`config.mk`:
```
export PLATFORM = sky130hd
export DESIGN_NAME = cut_sequencer
export DESIGN_NICKNAME = d
export VERILOG_FILES = /design/src/rtl/cut_sequencer.sv
export SDC_FILE = /design/constraint.sdc
export NUM_CORES = 1
export LEC_CHECK = 0
export CORE_MARGIN = 2
export CORE_UTILIZATION = 35
export CTS_BUF_LIST = sky130_fd_sc_hd__clkbuf_8
export DETAILED_ROUTE_END_ITERATION = 10
export GPL_TIMING_DRIVEN = 0
export PLACE_DENSITY = 0.54
export SKIP_LAST_GASP = 1
export SYNTH_ARGS = -nofsm -noshare
export SYNTH_HDL_FRONTEND = slang
export SYNTH_SLANG_ARGS = --single-unit
```
`constraint.sdc`:
```
create_clock -name clk -period 3.8 [get_ports clk]
set_input_delay 0.38 -clock clk [delete_from_list [all_inputs] [get_ports clk]]
set_output_delay 0.38 -clock clk [all_outputs]
set_load 0.005 [all_outputs]
```
`src/rtl/cut_sequencer.sv`:
```
// Cutter job sequencer: feeds len_i steps on a 4-phase stepper, then runs one cut handshake per
// piece, repeating num_i times. Reports progress, completion and cut-handshake timeout.
module cut_sequencer #(
    parameter int STEP_PERIOD = 50000,
    parameter int LEN_W       = 16,
    parameter int CNT_W       = 8,
    parameter int CUT_TIMEOUT = 50000000
) (
    input  logic             clk,
    input  logic             rst,
    input  logic             start_i,
    input  logic [LEN_W-1:0] len_i,
    input  logic [CNT_W-1:0] num_i,
    input  logic             abort_i,
    output logic             busy_o,
    output logic             done_o,
    output logic             err_o,
    output logic [CNT_W-1:0] pieces_o,
    output logic [3:0]       feed_phase_o,
    output logic             cut_o,
    input  logic             cut_end_i
);

    typedef enum logic [2:0] {
        S_IDLE    = 3'd0,
        S_FEED    = 3'd1,
        S_CUT     = 3'd2,
        S_CUT_REL = 3'd3,
        S_DONE    = 3'd4,
        S_ERR     = 3'd5
    } state_e;

    localparam int DIV_W = (STEP_PERIOD > 1) ? $clog2(STEP_PERIOD) : 1;
    localparam int TMO_W = $clog2(CUT_TIMEOUT + 1);
    localparam logic [DIV_W-1:0] DIV_LAST   = DIV_W'(STEP_PERIOD - 1);
    localparam logic [TMO_W-1:0] TMO_LAST   = TMO_W'(CUT_TIMEOUT - 1);
    localparam logic [3:0]       PHASE_FIRST = 4'b0001;

    state_e             state_q, state_d;
    logic [LEN_W-1:0]   len_q, len_d;
    logic [CNT_W-1:0]   num_q, num_d;
    logic [CNT_W-1:0]   pieces_q, pieces_d;
    logic [DIV_W-1:0]   div_q, div_d;
    logic [LEN_W-1:0]   step_q, step_d;
    logic [TMO_W-1:0]   tmo_q, tmo_d;
    logic [3:0]         phase_q, phase_d;
    logic               cut_q, cut_d;
    logic               busy_q, busy_d;
    logic               done_q, done_d;
    logic               err_q, err_d;
    logic [CNT_W:0]     pieces_inc_s;
    logic [LEN_W-1:0]   step_inc_s;

    function automatic logic [3:0] rotate_phase(input logic [3:0] ph);
        return {ph[2:0], ph[3]};
    endfunction

    assign pieces_inc_s = {1'b0, pieces_q} + (CNT_W + 1)'(1);
    assign step_inc_s   = step_q + LEN_W'(1);

    // Next-state and registered-output computation; abort overrides every transition.
    always_comb begin
        state_d  = state_q;
        len_d    = len_q;
        num_d    = num_q;
        pieces_d = pieces_q;
        div_d    = div_q;
        step_d   = step_q;
        tmo_d    = tmo_q;
        phase_d  = phase_q;
        cut_d    = cut_q;
        busy_d   = busy_q;
        done_d   = 1'b0;
        err_d    = err_q;
        if (abort_i) begin
            state_d = S_IDLE;
            cut_d   = 1'b0;
            phase_d = 4'b0000;
            busy_d  = 1'b0;
            err_d   = 1'b0;
        end else begin
            case (state_q)
                S_IDLE, S_ERR: begin
                    if (start_i) begin
                        len_d    = len_i;
                        num_d    = num_i;
                        pieces_d = {CNT_W{1'b0}};
                        err_d    = 1'b0;
                        div_d    = {DIV_W{1'b0}};
                        step_d   = {LEN_W{1'b0}};
                        if (num_i == {CNT_W{1'b0}}) begin
                            state_d = S_DONE;
                            done_d  = 1'b1;
                            busy_d  = 1'b0;
                        end else if (len_i == {LEN_W{1'b0}}) begin
                            state_d = S_CUT;
                            cut_d   = 1'b1;
                            tmo_d   = {TMO_W{1'b0}};
                            busy_d  = 1'b1;
                        end else begin
                            state_d = S_FEED;
                            phase_d = PHASE_FIRST;
                            busy_d  = 1'b1;
                        end
                    end else begin
                        state_d = state_q;
                    end
                end
                S_FEED: begin
                    if (div_q == DIV_LAST) begin
                        div_d  = {DIV_W{1'b0}};
                        step_d = step_inc_s;
                        if (step_inc_s == len_q) begin
                            state_d = S_CUT;
                            phase_d = 4'b0000;
                            cut_d   = 1'b1;
                            tmo_d   = {TMO_W{1'b0}};
                        end else begin
                            phase_d = rotate_phase(phase_q);
                        end
                    end else begin
                        div_d = div_q + DIV_W'(1);
                    end
                end
                S_CUT: begin
                    if (tmo_q == TMO_LAST) begin
                        state_d = S_ERR;
                        cut_d   = 1'b0;
                        phase_d = 4'b0000;
                        busy_d  = 1'b0;
                        err_d   = 1'b1;
                    end else if (cut_end_i) begin
                        tmo_d   = tmo_q + TMO_W'(1);
                        state_d = S_CUT_REL;
                        cut_d   = 1'b0;
                    end else begin
                        tmo_d = tmo_q + TMO_W'(1);
                    end
                end
                S_CUT_REL: begin
                    if (tmo_q == TMO_LAST) begin
                        state_d = S_ERR;
                        cut_d   = 1'b0;
                        phase_d = 4'b0000;
                        busy_d  = 1'b0;
                        err_d   = 1'b1;
                    end else if (!cut_end_i) begin
                        pieces_d = (pieces_q == num_q) ? pieces_q : pieces_inc_s[CNT_W-1:0];
                        if (pieces_inc_s == {1'b0, num_q}) begin
                            state_d = S_DONE;
                            done_d  = 1'b1;
                            busy_d  = 1'b0;
                        end else if (len_q == {LEN_W{1'b0}}) begin
                            state_d = S_CUT;
                            cut_d   = 1'b1;
                            tmo_d   = {TMO_W{1'b0}};
                        end else begin
                            state_d = S_FEED;
                            phase_d = PHASE_FIRST;
                            div_d   = {DIV_W{1'b0}};
                            step_d  = {LEN_W{1'b0}};
                        end
                    end else begin
                        tmo_d = tmo_q + TMO_W'(1);
                    end
                end
                S_DONE: begin
                    state_d = S_IDLE;
                end
                default: begin
                    state_d = S_IDLE;
                    cut_d   = 1'b0;
                    phase_d = 4'b0000;
                    busy_d  = 1'b0;
                end
            endcase
        end
    end

    // State and output registers with synchronous reset.
    always_ff @(posedge clk) begin
        if (rst) begin
            state_q  <= S_IDLE;
            len_q    <= {LEN_W{1'b0}};
            num_q    <= {CNT_W{1'b0}};
            pieces_q <= {CNT_W{1'b0}};
            div_q    <= {DIV_W{1'b0}};
            step_q   <= {LEN_W{1'b0}};
            tmo_q    <= {TMO_W{1'b0}};
            phase_q  <= 4'b0000;
            cut_q    <= 1'b0;
            busy_q   <= 1'b0;
            done_q   <= 1'b0;
            err_q    <= 1'b0;
        end else begin
            state_q  <= state_d;
            len_q    <= len_d;
            num_q    <= num_d;
            pieces_q <= pieces_d;
            div_q    <= div_d;
            step_q   <= step_d;
            tmo_q    <= tmo_d;
            phase_q  <= phase_d;
            cut_q    <= cut_d;
            busy_q   <= busy_d;
            done_q   <= done_d;
            err_q    <= err_d;
        end
    end

    assign busy_o       = busy_q;
    assign done_o       = done_q;
    assign err_o        = err_q;
    assign pieces_o     = pieces_q;
    assign feed_phase_o = phase_q;
    assign cut_o        = cut_q;

endmodule

```
==> results of run 1 <==
## power breakdown
group | switching, W | internal, W
logic | 0.000197 | 0.000127
registers | 0.0000234 | 0.00108
clock network | 0.000409 | 0.000260
## routing by layer
layer  global-route usage [%]  vias to the layer above
met1                     26.1                     2727
met3                     3.70                       27
met5                        0                        -
met4                     5.38                        0
met2                     30.9                      144
li1                         -                     2840
## registers in the layout, indices dropped and copies added, names as in the netlist
register	flops
busy_o	1
cut_o	1
div_q	16
done_o	1
err_o	1
feed_phase_o	4
len_q	16
num_q	8
pieces_o	8
state_q	3
step_q	16
tmo_q	26
## cells in the final DEF (no fill, tap or decap), drive strengths merged, types with 3 or more instances in the layout
cell,netlist,layout
a211oi,9,9
or4,8,8
a31oi,22,22
clkdlybuf4s50,0,43
o21ai,52,52
or3,7,7
nor4,18,18
ha,4,4
o31ai,5,5
a311oi,6,6
o211ai,5,5
nand3b,5,5
nand2,48,48
mux2i,27,27
nand3,34,34
dfxtp,101,101
nand2b,8,8
and4,5,5
xor2,13,13
and2,3,3
nand4,19,19
a2111oi,4,4
o311ai,6,6
a21oi,34,34
nor2,96,96
nor2b,11,11
inv,38,40
clkinvlp,0,3
nor3,31,31
clkbuf,18,28
and3,19,19
xnor2,32,32
or2,5,5
buf,22,22
a31o,4,4
## worst max path at each step
stage / endpoint / slack, ns / from / cells past startpoint
6_report: tmo_q[25] / 0.34 / step_q[1] / 10
5_1_grt: tmo_q[25] / 0.1 / step_q[1] / 10
4_1_cts: tmo_q[25] / 0.36 / step_q[1] / 10
3_5_place_dp: tmo_q[15] / 0.16 / len_i[5] / 10
3_3_place_gp: tmo_q[10] / 0.20 / len_i[5] / 10
2_1_floorplan: tmo_q[1] / 0.97 / pieces_o[1] / 10
## cells by family (layout without fill, tap and decap cells)
family	Yosys count	in the layout	synth area share, %
adder cells (fa/ha/maj)	4	4	0.846
AND/OR/NAND/NOR	324	324	28.2
AO/OA/AOI/OAI	172	172	19.6
buffers and inverters	78	137	5.80
flip-flops	101	101	34.2
multiplexers	28	28	4.76
XOR/XNOR	45	45	6.66
## area by class of cell
| class | instances | area, sq um | area share (%) |
|---|---|---|---|
| Buffer | 40 | 200 | 2.94 |
| Sequential cell | 101 | 2020 | 29.7 |
| Multi-Input combinational cell | 573 | 3550 | 52.2 |
| Clock buffer | 10 | 138 | 2.02 |
| Inverter | 38 | 143 | 2.10 |
| Timing Repair Buffer | 43 | 430 | 6.33 |
| Tap cell | 220 | 275 | 4.05 |
| Clock inverter | 6 | 45.0 | 0.662 |
## tightest hold or removal path, cell delays in order (launching register included)
cell     delay (ns)
dfxtp_1        0.35
inv_1          0.06
o21ai_1        0.06
## per-stage QoR
step | area [sq um] | util [%] | total power, W
after floorplan | 5920 | - | 0.00133
after global placement | 6620 | 40.1 | 0.00144
after detailed placement | 6620 | 40.1 | 0.00145
after CTS | 6800 | 41.2 | 0.00212
after global routing | 6800 | 41.2 | 0.00220
final | 6800 | 41.2 | 0.00210
==> out/metrics.cfg, run 1 <==
[global_route]
grtUsageTotal_pct=19.1
grt_max_degree=18
grt_pass1_vias=5445
gr-total-overflow=0
grt_pass1_wl_um=27800
antenna_found_initial=0

[hold_path]
whs_path_depth=2
hp-class=flop to flop
hp-start=tmo_q[14]
min_to=tmo_q[14]

[final_layout]
nNetsFinal=839
fillCellCount=1713
antenna_cells=0
syn2layout_area_growth_pct=15.0
drive_gt1_share_pct=7.40
final_cells=1031

[synthesis]
synth_flop_cell=dfxtp_1
yosysTopAreaCellShare_pct=34.2
synth_cell_type_count=69
synth.top_cells.by_area=dfxtp_1 (34%), nor2_1 (6.1%), xnor2_1 (4.7%)
synth.avg_cell_area_sq_um=7.87
yosys_warnings=0
synth_commonest_cells=dfxtp_1 (101), nor2_1 (96), nand2_1 (48)
ys_seq_elements=101
syn_inst=752
ys_seq_area_share_pct=34.2
syn_area_sq_mm=0.00592
synth_edf_count=0
async_reset_ff_share_pct=0
yosysMostFrequentCell=dfxtp_1
yosysTopAreaCell=dfxtp_1
syn-num-nets=785

[detailed_routing]
num_vias=5738
drc=0
wl_per_cell_um=16.4
highest_layer=met4
dr.pass1.iters=5
m1WireLength_um=7930
dr.first_iter.drc_count=465
dr_wl_met3_um=809
vias_per_cell=5.57
met2WireLength_um=7810
drt-total-wl_um=16900
final_antenna_net_count=0

[floorplan]
die_h_um=134
die_area_sq_mm=0.0180
die_x_um=134
ios=45
core_sq_mm=0.0165
start_util_pct=35.8
rows=47

[clock_tree]
clk_pin_slew_ns=0.11
cts_setup_buffers=0
cts_made_buffers=9
cts_hold_buf=0
clkLatencyLatePin_ns=0.39
cts-htree-levels=3
cts.sinks=101
post_cts_resized=0
max-clock-path-buffers=2
cts_tree=yes
root_buffer=clkbuf_8

[critical_path]
r2r_cells=10
path_buf_inv=1
crit_type=flop to flop
crit_path_max_fanout=10
path_cells=ha_1 > nand4_2 > nor4_1 > xnor2_1 > o2111ai_1 > a2111oi_2 > o21ai_2 > o21ai_4 > buf_6 > o211ai_1
r2r_slack_ns=0.34
slowest_stage=nor4_1
timing.rr.end=tmo_q[25]
startpoint_type=flop
end_kind=flop
cp.required_ns=4.07
arrival_ns=3.73
cp_slowest_stage_delay_ns=0.62
r2r_start=step_q[1]
crit_family=compound AO/OA/AOI/OAI gates

[timing]
finClkSkew_ns=0.0128
slew_violations=0
rsz0062_at_grt=no
fin_crit_sh_pct=91.0
hold_violations=0
fin_tns_setup_ns=0
whs_ns=0.494
max_clock_freq_mhz=289
maxSlewHeadroom_pct=45.2
setup_slack_ns=0.342
setup_viol=0
period_needed_ns=3.46
worst_pin_slew_ns=0.818

[outcome]
status=finished clean

[run]
max_cap_viol_count=0

[placed_design]
io_buffers=43
dpl.cell_count=1015
hpwl_um=12600
pre_cts_ws_ns=0.163
gp_congestion=0.893

[power_and_ir_drop]
leakage_nw=2.24
irDropWorstVdd_mv=0.183
powerDensity_mw_per_mm2=308

No activity file was read; power rests on OpenSTA's default activity.
==> run 2, diff against run 1 <==
--- a/config.mk
+++ b/config.mk
@@ -5,9 +5,10 @@
 export SDC_FILE = /design/constraint.sdc
 export NUM_CORES = 1
 export LEC_CHECK = 0
+export CAP_MARGIN = 15
 export CORE_MARGIN = 2
 export CORE_UTILIZATION = 35
-export CTS_BUF_LIST = sky130_fd_sc_hd__clkbuf_8
+export CTS_BUF_LIST = sky130_fd_sc_hd__clkbuf_16
 export DETAILED_ROUTE_END_ITERATION = 10
 export GPL_TIMING_DRIVEN = 0
 export PLACE_DENSITY = 0.54
==> run 2 against run 1 <==
Net effect: first-iteration DRC count rose by 7.5%; utilization rose by 0.55 points; cell area up 1.3%; die area is the same; clock power rose by 32%; critical path depth stayed put; global-route usage decreased by 0.12 points; critical endpoint unchanged; largest power group unchanged.
==> out/metrics.cfg, run 2 (synthesis gave the netlist of run 1 again) <==
[outcome]
status=finished clean  ; unchanged

[global_route]
gr-total-overflow=0  ; unchanged
grt_max_degree=18  ; unchanged
antenna_found_initial=0  ; unchanged
grt_pass1_vias=5434  ; was 5445
grt_pass1_wl_um=27700  ; was 27800 um
grtUsageTotal_pct=19.0  ; was 19.1%

[detailed_routing]
wl_per_cell_um=16.3  ; was 16.4 um
final_antenna_net_count=0  ; unchanged
num_vias=5719  ; was 5738
dr.first_iter.drc_count=500  ; was 465
dr.pass1.iters=5  ; unchanged
drc=0  ; unchanged
drt-total-wl_um=16800  ; was 16900 um
vias_per_cell=5.55  ; was 5.57

[final_layout]
syn2layout_area_growth_pct=16.6  ; was 15.0%
regArea_sq_mm=0.00202  ; unchanged
antenna_cells=0  ; unchanged
layout_commonest_cell=dfxtp_1  ; unchanged
multiInputGateArea_sq_mm=0.00355  ; unchanged
nNetsFinal=839  ; unchanged
fillCellCount=1703  ; was 1713
largest_reg_flops=26  ; unchanged
final_cell_mix=dfxtp_1 (101), nor2_1 (96), nand2_1 (48)  ; unchanged
regMostFlops=tmo_q  ; unchanged
final_cells=1031  ; unchanged
drive_gt1_share_pct=7.27  ; was 7.40%

[hold_path]
whs_path_depth=2  ; unchanged
hp-class=flop to flop  ; unchanged

[floorplan]
start_util_pct=35.8  ; unchanged
core_sq_mm=0.0165  ; unchanged
die_area_sq_mm=0.0180  ; unchanged
rows=47  ; unchanged
die_x_um=134  ; unchanged
die_h_um=134  ; unchanged
ios=45  ; unchanged

[critical_path]
crit_family=compound AO/OA/AOI/OAI gates  ; unchanged
crit_path_max_fanout=10  ; unchanged
crit_type=flop to flop  ; unchanged
cp_num_cells=10  ; unchanged
cp_slowest_stage_delay_ns=0.61  ; was 0.62 ns
r2r_cells=10  ; unchanged
arrival_ns=3.66  ; was 3.73 ns
cp.required_ns=4.03  ; was 4.07 ns
end_kind=flop  ; unchanged
startpoint_type=flop  ; unchanged
path_buf_inv=1  ; unchanged
path_cells=ha_1 > nand4_2 > nor4_1 > xnor2_1 > o2111ai_1 > a2111oi_2 > o21ai_2 > o21ai_4 > buf_6 > o211ai_1  ; unchanged
slowest_stage=nor4_1  ; unchanged

[placed_design]
io_buffers=43  ; unchanged
gp_congestion=0.893  ; unchanged
hpwl_um=12600  ; unchanged
dpl.cell_count=1015  ; unchanged

[power_and_ir_drop]
leakage_nw=2.28  ; was 2.24 nW
irDropWorstVdd_mv=0.225  ; was 0.183 mV
finalPower_w=0.00231  ; was 0.00210 W
powerDensity_mw_per_mm2=335  ; was 308 mW/mm^2

[clock_tree]
cts_setup_buffers=0  ; unchanged
clk_pin_slew_ns=0.07  ; was 0.11 ns
clkLatencyLatePin_ns=0.35  ; was 0.39 ns
max-clock-path-buffers=2  ; unchanged
cts_made_buffers=9  ; unchanged
root_buffer=clkbuf_16  ; was clkbuf_8
cts-htree-levels=3  ; unchanged
post_cts_resized=0  ; unchanged
cts.sinks=101  ; unchanged
cts_hold_buf=0  ; unchanged
cts_tree=yes  ; unchanged

[timing]
slew_violations=0  ; unchanged
fin_tns_setup_ns=0  ; unchanged
hold_violations=0  ; unchanged
max_clock_freq_mhz=291  ; was 289 MHz
fin_crit_sh_pct=90.4  ; was 91.0%
finClkSkew_ns=0.00764  ; was 0.0128 ns
maxSlewHeadroom_pct=44.8  ; was 45.2%
setup_viol=0  ; unchanged
whs_ns=0.490  ; was 0.494 ns
worst_pin_slew_ns=0.823  ; was 0.818 ns
rsz0062_at_grt=no  ; unchanged
period_needed_ns=3.43  ; was 3.46 ns

[run]
max_cap_viol_count=0  ; unchanged

run 2: stage by stage:
stage / cell area [sq um] / util, % / worst slack, ns
2_1_floorplan: 5920 / - / 0.967
3_3_place_gp: 6620 / 40.1 / 0.199
3_5_place_dp: 6620 / 40.1 / 0.163
4_1_cts: 6900 / 41.7 / 0.366
5_1_grt: 6900 / 41.7 / 0.103
6_report: 6900 / 41.7 / 0.366
run 2: path summary, 6_finish.rpt:
path	endpoint	slack (ns)	from
worst max-delay path	tmo_q[25]	0.37	step_q[1]
worst min-delay path	tmo_q[14]	0.49	tmo_q[14]
worst max register to register	tmo_q[25]	0.37	step_q[1]
worst min register to register	tmo_q[14]	0.49	tmo_q[14]
run 2: worst register-to-register path: stages (launching register included):
cell       delay [ns]
dfxtp_1          0.43
ha_1             0.32
nand4_2          0.23
nor4_1           0.62
xnor2_1          0.19
o2111ai_1        0.15
a2111oi_2        0.48
o21ai_2          0.28
o21ai_4          0.33
buf_6            0.19
o211ai_1         0.10
run 2: final cells by class:
cell class              count  area share [%]
plain buffers              40            2.90
clock buffers               9            3.27
multi-input cells         573            51.5
inverters                  38            2.07
clock inverters             7           0.708
well taps                 220            3.99
repair buffers             43            6.24
flip-flops and latches    101            29.3
run 2: layer usage:
metal	routed length, um	vias up	part of all wire (%)	GRT usage, %
met5	0	-	0	0
met1	7990	2731	47	25.8
met2	7840	128	47	31.2
met4	323	0	1.9	5.32
li1	-	2834	-	-
met3	687	26	4.1	3.21
run 2: report_power, final:
group	total (W)	leakage, nW	internal (W)	switching [W]
Clock	0.000882	0.126	0.000446	0.000436
Sequential	0.00110	0.817	0.00108	0.0000234
Combinational	0.000323	1.34	0.000127	0.000196
Total	0.00231	2.28	0.00165	0.000655
==> run 3, diff against run 2 <==
--- a/config.mk
+++ b/config.mk
@@ -6,10 +6,12 @@
 export NUM_CORES = 1
 export LEC_CHECK = 0
 export CAP_MARGIN = 15
-export CORE_MARGIN = 2
+export CORE_ASPECT_RATIO = 2
+export CORE_MARGIN = 3
 export CORE_UTILIZATION = 35
 export CTS_BUF_LIST = sky130_fd_sc_hd__clkbuf_16
 export DETAILED_ROUTE_END_ITERATION = 10
+export GPL_ROUTABILITY_DRIVEN = 0
 export GPL_TIMING_DRIVEN = 0
 export PLACE_DENSITY = 0.54
 export SKIP_LAST_GASP = 1
==> run 3 against run 2 <==
Net effect: die area is 3.5% higher; total power increased by 8.9%; final cell count fell by 1.6%; cell area rose by 0.67%; combinational power increased by 2%; critical endpoint is now tmo_q[1].
==> out/metrics.cfg, run 3 (synthesis gave the netlist of run 1 again) <==
[detailed_routing]
dr.pass1.iters=5  ; unchanged
wl_per_cell_um=17.8  ; was 16.3 um
drt-total-wl_um=18100  ; was 16800 um
final_antenna_net_count=0  ; unchanged
num_vias=5899  ; was 5719
drc=0  ; unchanged
vias_per_cell=5.81  ; was 5.55
dr.first_iter.drc_count=264  ; was 500

[placed_design]
dpl.cell_count=999  ; was 1015
io_buffers=43  ; unchanged
hpwl_um=13900  ; was 12600 um

[final_layout]
drive_gt1_share_pct=7.27  ; unchanged
nNetsFinal=839  ; unchanged
regMostFlops=tmo_q  ; unchanged
final_cell_mix=dfxtp_1 (101), nor2_1 (96), nand2_1 (48)  ; unchanged
syn2layout_area_growth_pct=17.3  ; was 16.6%
layout_commonest_cell=dfxtp_1  ; unchanged
largest_reg_flops=26  ; unchanged
final_cells=1015  ; was 1031
antenna_cells=0  ; unchanged

[clock_tree]
cts-htree-levels=3  ; unchanged
cts_tree=yes  ; unchanged
post_cts_resized=0  ; unchanged
cts_hold_buf=0  ; unchanged
max-clock-path-buffers=2  ; unchanged
root_buffer=clkbuf_16  ; unchanged
cts_setup_buffers=0  ; unchanged
cts.sinks=101  ; unchanged
clkLatencyLatePin_ns=0.36  ; was 0.35 ns
cts_made_buffers=9  ; unchanged
clk_pin_slew_ns=0.07  ; about the same

[critical_path]
arrival_ns=3.70  ; was 3.66 ns
crit_path_max_fanout=10  ; unchanged
startpoint_type=flop  ; unchanged
end_kind=flop  ; unchanged
crit_type=flop to flop  ; unchanged
cp.required_ns=4.05  ; was 4.03 ns

[timing]
slew_violations=0  ; unchanged
setup_viol=0  ; unchanged
worst_pin_slew_ns=0.796  ; was 0.823 ns
max_clock_freq_mhz=290  ; was 291 MHz
fin_tns_setup_ns=0  ; unchanged
maxSlewHeadroom_pct=46.5  ; was 44.8%
finClkSkew_ns=0.0137  ; was 0.00764 ns
hold_violations=0  ; unchanged
whs_ns=0.486  ; was 0.490 ns
rsz0062_at_grt=no  ; unchanged
fin_crit_sh_pct=90.8  ; was 90.4%
period_needed_ns=3.45  ; was 3.43 ns

[power_and_ir_drop]
p_int_w=0.00185  ; was 0.00165 W
irDropWorstVdd_mv=0.179  ; was 0.225 mV
p_sw_share_pct=26.5  ; was 28.4%
leakage_nw=2.32  ; was 2.28 nW
combPwrFrac_pct=13.2  ; was 14.0%
p_clk_share_pct=43.0  ; was 38.2%
power.switching_w=0.000665  ; was 0.000655 W
powerDensity_mw_per_mm2=362  ; was 335 mW/mm^2
pwr-share-seq_pct=43.8  ; was 47.8%

[floorplan]
die_x_um=97.9  ; was 134 um
ios=45  ; unchanged
die_area_sq_mm=0.0186  ; was 0.0180 sq mm
die_h_um=190  ; was 134 um
start_util_pct=36.0  ; was 35.8%
rows=66  ; was 47
core_sq_mm=0.0164  ; was 0.0165 sq mm

[global_route]
grt_pass1_vias=5911  ; was 5434
gr-total-overflow=0  ; unchanged
grt_pass1_wl_um=29100  ; was 27700 um
grt_max_degree=17  ; was 18
grtUsageTotal_pct=19.5  ; was 19.0%
antenna_found_initial=0  ; unchanged

[hold_path]
hp-class=flop to flop  ; unchanged

[run]
max_cap_viol_count=0  ; unchanged

[outcome]
status=finished clean  ; unchanged

## run 3: layer usage
| layer | up-vias | track usage [%] | share of wire (%) |
|---|---|---|---|
| li1 | 2847 | - | - |
| met1 | 2816 | 18.4 | 35 |
| met2 | 167 | 38.5 | 56 |
| met3 | 69 | 2.79 | 3.4 |
| met4 | 0 | 11.2 | 5.2 |
| met5 | - | 0 | 0 |
## run 3: final timing paths
kind | startpoint | to | slack [ns] | cells past startpoint
max | step_q[1] | tmo_q[1] | 0.35 | 9
min | err_o | err_o | 0.49 | 2
max reg2reg | step_q[1] | tmo_q[1] | 0.35 | 9
min reg2reg | err_o | err_o | 0.49 | 2
## run 3: critical path, cell delays in order (launching register included)
cell	delay [ns]
dfxtp_1	0.44
ha_1	0.32
nand4_2	0.22
nor4_1	0.54
xnor2_1	0.20
o2111ai_1	0.16
a2111oi_2	0.51
o21ai_2	0.26
nor2_1	0.32
mux2_1	0.36
## run 3: power by group through the flow
stage	Combinational (W)	Clock, W	Sequential [W]
detailed placement	0.000329	0	0.00113
global route	0.000359	0.00114	0.00111
finish	0.000331	0.00108	0.00110
global placement	0.000324	0	0.00113
CTS	0.000330	0.00110	0.00110
floorplan	0.000213	0	0.00112
## run 3: metrics by stage
stage	cell area [sq um]	utilization, %	setup slack (ns)	power, W
3_3_place_gp	6600	40.2	0.318	0.00145
6_report	6940	42.2	0.348	0.00251
2_1_floorplan	5920	-	0.967	0.00133
3_5_place_dp	6600	40.2	0.329	0.00146
5_1_grt	6940	42.2	0.0797	0.00260
4_1_cts	6940	42.2	0.318	0.00254
## run 3: area by class of cell
type | count | area (sq um)
fill | 1678 | 9490
multi-input combinational | 573 | 3550
sequential | 101 | 2020
timing repair buffer | 43 | 430
tap | 204 | 255
clock buffer | 9 | 225
buffer | 40 | 200
inverter | 38 | 143
clock inverter | 7 | 115
